[src/rtl/countdown_loadable.sv]
// Loadable N-bit down counter with prescaler, pause and a one-cycle done pulse.
// Define COUNTDOWN_AUTO_RELOAD_EN to restart from the last loaded value instead of stopping at zero.
module countdown_loadable #(
  parameter int N        = 8,
  parameter int PRESCALE = 1
) (
  input  logic         clock,
  input  logic         reset,
  input  logic         abort,
  input  logic         load,
  input  logic [N-1:0] load_value,
  input  logic         enable,
  output logic [N-1:0] counter,
  output logic         busy,
  output logic         zero,
  output logic         done
);

  localparam int PW = (PRESCALE > 1) ? $clog2(PRESCALE) : 1;
  localparam logic [PW-1:0] PRESC_LAST = PW'(PRESCALE - 1);

  typedef enum logic {
    ST_IDLE = 1'b0,
    ST_RUN  = 1'b1
  } state_e;

  state_e        state_q, state_d;
  logic [N-1:0]  counter_q, counter_d;
  logic [PW-1:0] presc_q, presc_d;
  logic          done_q, done_d;
  logic [N-1:0]  reload_val;

`ifdef COUNTDOWN_AUTO_RELOAD_EN
  logic [N-1:0] reload_q, reload_d;

  // Reload register survives abort; only reset clears it.
  always_comb begin
    reload_d = reload_q;
    if (!abort && load) reload_d = load_value;
  end

  always_ff @(posedge clock or negedge reset) begin
    if (!reset) reload_q <= '0;
    else        reload_q <= reload_d;
  end

  assign reload_val = reload_q;
`else
  assign reload_val = '0;
`endif

  always_ff @(posedge clock or negedge reset) begin
    if (!reset) begin
      state_q   <= ST_IDLE;
      counter_q <= '0;
      presc_q   <= '0;
      done_q    <= 1'b0;
    end else begin
      state_q   <= state_d;
      counter_q <= counter_d;
      presc_q   <= presc_d;
      done_q    <= done_d;
    end
  end

  // Priority: abort > load > count. done_d defaults low so done is a single-cycle pulse.
  always_comb begin
    state_d   = state_q;
    counter_d = counter_q;
    presc_d   = presc_q;
    done_d    = 1'b0;
    if (abort) begin
      state_d   = ST_IDLE;
      counter_d = '0;
      presc_d   = '0;
    end else if (load) begin
      counter_d = load_value;
      presc_d   = '0;
      state_d   = (load_value != '0) ? ST_RUN : ST_IDLE;
    end else if (state_q == ST_RUN && enable) begin
      if (presc_q == PRESC_LAST) begin
        presc_d = '0;
        if (counter_q <= N'(1)) begin
          done_d = 1'b1;
`ifdef COUNTDOWN_AUTO_RELOAD_EN
          counter_d = reload_val;
          state_d   = ST_RUN;
`else
          counter_d = '0;
          state_d   = ST_IDLE;
`endif
        end else begin
          counter_d = counter_q - N'(1);
        end
      end else begin
        presc_d = presc_q + PW'(1);
      end
    end
  end

  always_comb begin
    counter = counter_q;
    busy    = (state_q == ST_RUN);
    zero    = (counter_q == '0);
    done    = done_q;
  end

  // Only consulted in the auto-reload build.
  logic unused_reload;
  assign unused_reload = ^reload_val;

endmodule

[config.mk]
export PLATFORM = sky130hd
export DESIGN_NAME = countdown_loadable
export DESIGN_NICKNAME = d
export VERILOG_FILES = /design/src/rtl/countdown_loadable.sv
export SDC_FILE = /design/constraint.sdc
export NUM_CORES = 1
export LEC_CHECK = 0
export ABC_CLOCK_PERIOD_IN_PS = 1900
export BUFFER_PORTS_ARGS = -buffer_cell sky130_fd_sc_hd__buf_2
export CAP_MARGIN = 20
export CORE_MARGIN = 3
export CORE_UTILIZATION = 47
export DETAILED_ROUTE_END_ITERATION = 16
export GPL_TIMING_DRIVEN = 1
export PLACE_DENSITY = 0.76
export SLEW_MARGIN = 15
export SYNTH_ARGS = -nofsm -noshare
export SYNTH_HDL_FRONTEND = slang
export SYNTH_SLANG_ARGS = --single-unit
[constraint.sdc]
create_clock -name clock -period 1.9 [get_ports clock]
set_clock_uncertainty 0.05 [all_clocks]
set_input_delay 0.38 -clock clock [delete_from_list [all_inputs] [get_ports clock]]
set_output_delay 0.38 -clock clock [all_outputs]
set_load 0.02 [all_outputs]
==> out/results.txt <==
Height of the die = 44.0 µm
Synth-to-Final Area Change = 35.1%
CP arrival = 1.94 ns
Most frequent cells in the layout = 23 x buf_2, 10 x dfrtp_1, 8 x nand2_1
Commonest non-fill, non-tap cell in the layout = buf_2
Outcome = completed
Final nets = 125
CP Class = flip-flop to flip-flop
Total power = 0.656 mW
Global-route wire length before repair = 3060 µm
Upper clock frequency limit = 545 MHz
Share of the synthesized area in the top cell type = 36.9%
Net Sw Power = 0.223 mW
Peak supply drop = 0.000539 V
Initial Util = 50.8%
GRT Total Usage = 21.7%
Mapped Cells = 74
Num ports = 24
CTS Buf Count = 3
Routability Congestion = 0.865
Syn. warnings = 0
Syn_nets = 90
Logic pwr share = 31.8%
Cell Chain, Critical Path = inv_1, ha_2, or4b_4, o311a_1, a21oi_2, o21ai_1
Die ar. = 1930 µm²
Buffers on Ports = 23
Sw frac = 34.1%
TNS Setup = 0 ns
Final setup vio count = 0
Max_slew headroom = 63.3%
Die extent in x = 44.0 µm
Period utilization = 96.6%
Post-synthesis register bit count = 10
Leakage = 0.431 nW
Startpoint types = flip-flop
Antenna Nets Post-Route = 0
Slew Limit Fails = 0
Post-synthesis cell area = 678 µm²
Sinks on Clock Net = 10
H-Tree Depth = 1
Max Cap Viol = 0
Layout cells sized above 1 = 40.7%
Vias in the first global route = 691
Worst Path Required = 2.00 ns
Post-layout min period = 1.84 ns
Routed len/inst = 16.1 µm
CTS Buffer Depth = 2
GR Overflow Total = 0
Overall routed net length = 1980 µm
Diodes inserted = 0
Initial antenna violation count = 0
Critical-path top delay cell = or4b_4
Largest net degree at the start of global routing = 11
Synth Area per Inst = 9.16 µm²
Pint = 0.432 mW
Final count of hold timing violations = 0
CTS tree = yes
Drt via density = 6.24
Worst setup path end = counter[6]
Residual DRC = 0
CP max FO = 3
Sequential Power Share = 37.5%
CP endpoint kind = flip-flop
Clk network pwr share = 30.6%
Final Util = 68.7%
Placed wire-length estimate = 1440 µm
Worst hold path class = primary input to flip-flop
RR Startpoint = counter[1]
Clk Latency, worst-skew pair = 0.27 ns
Via Count = 768
Setup crit start = counter[1]
Register area share after synthesis = 36.9%
Worst flop-to-flop path endpoint = counter[6]
TritonRoute pass-1 iters = 4
Crit-path max cell delay = 0.46 ns
Dominant cells by area after synthesis = dfrtp_1 37%, ha_1 5.5%, nand2_1 4.4%
Post-route cell area = 916 µm²
Placed cell area = 852 µm²
Core Footprint = 1330 µm²
Worst R2R Path Depth = 6
FP Rows = 13
Worst-path clk slew = 0.07 ns
Power per cell area = 716 nW/µm²
CTS Root Cell = clkbuf_4
Area leader, netlist = dfrtp_1
Unique cell type count in the Yosys netlist = 34
1st-iter DRT viols = 25
Worst-Margin Slew = 0.550 ns
R2r setup slk = 0.06 ns
-- what timing repair did --
action                                  in CTS  in global routing
buffers inserted                             0                  1
gates resized for setup                      0                  4
hold endpoints to repair                    10                  0
endpoints found under the setup margin       0                  1
hold buffers                                 1                  0
-- state kept, by name, summed over array words and instances, names as in the netlist --
| register | flops |
|---|---|
| done | 1 |
| busy | 1 |
| counter | 8 |
-- synthesized netlist by cell type --
cell type,n
a311oi_1,1
or4b_1,1
o31a_2,1
or3_1,4
nor3_1,1
nor3b_1,1
or4_1,1
nor2b_1,2
a32o_1,1
nand4_1,2
ha_1,3
nor2_4,1
or3_4,1
o311a_1,1
o31ai_1,1
nor2_1,5
a21oi_1,4
nor3_2,1
o311ai_4,1
o211ai_1,2
a32oi_1,2
and2_1,1
a22o_1,1
inv_1,2
nand2_1,8
or2_2,1
buf_2,1
and3_1,1
a22oi_1,1
nor4_1,1
dfrtp_1,10
nand3_1,4
o21ai_1,2
o21ai_0,4
-- routing by layer --
metal / wire, µm / GRT usage, % / share of wire [%] / vias to the layer above
met5: 0 / 0 / 0 / -
met4: 43 / 10.8 / 2.2 / 0
met3: 167 / 4.56 / 8.4 / 4
met2: 902 / 33.4 / 46 / 50
met1: 867 / 28.5 / 44 / 361
li1: - / - / - / 353
-- power groups by stage --
stage               sequential [mW]  clock [mW]  combinational (mW)
floorplan                     0.265           0              0.0964
global placement              0.248           0               0.192
detailed placement            0.249           0               0.194
CTS                           0.245       0.201               0.197
global route                  0.249       0.212               0.226
finish                        0.246       0.201               0.209
-- layout make-up --
cell class | count | area [µm²]
Clock buffer | 4 | 36.3
Fill cell | 120 | 418
Inverter | 2 | 7.51
Multi-Input combinational cell | 61 | 425
Sequential cell | 10 | 250
Tap cell | 15 | 18.8
Timing Repair Buffer | 31 | 178
-- how the worst min path moves through the flow --
stage                        from         end  slack, ns  cells after the start
floorplan                   reset        busy       0.03                      0
global placement            reset  counter[3]       0.21                      1
detailed placement          reset  counter[3]       0.21                      1
CTS                 load_value[3]  counter[3]       0.29                      3
global route        load_value[2]  counter[2]       0.29                      2
finish              load_value[3]  counter[3]       0.29                      3
-- through the flow --
stage	setup slack [ns]	cells	hold WS [ns]
after global placement	0.147	117	0.207
after CTS	0.0874	122	0.289
after detailed placement	0.0955	117	0.206
after global routing	-0.0104	123	0.290
after floorplan	0.00965	74	0.0344
final	0.0642	123	0.286
-- worst max-delay path: cells and delay by family (launching register included) --
family          cells  cell delay [ns]
buf+inv             1             0.10
flops               1             0.38
fa+ha+maj           1             0.20
compound gates      3             0.52
simple gates        1             0.46
-- cell families after synthesis --
kind of cell / share of synthesized area [%]
buffers and inverters: 1.84
AO/OA/AOI/OAI: 25.3
AND/OR/NAND/NOR: 30.4
flip-flops: 36.9
adder cells (fa/ha/maj): 5.54
Power figures use the tool's default switching activity.
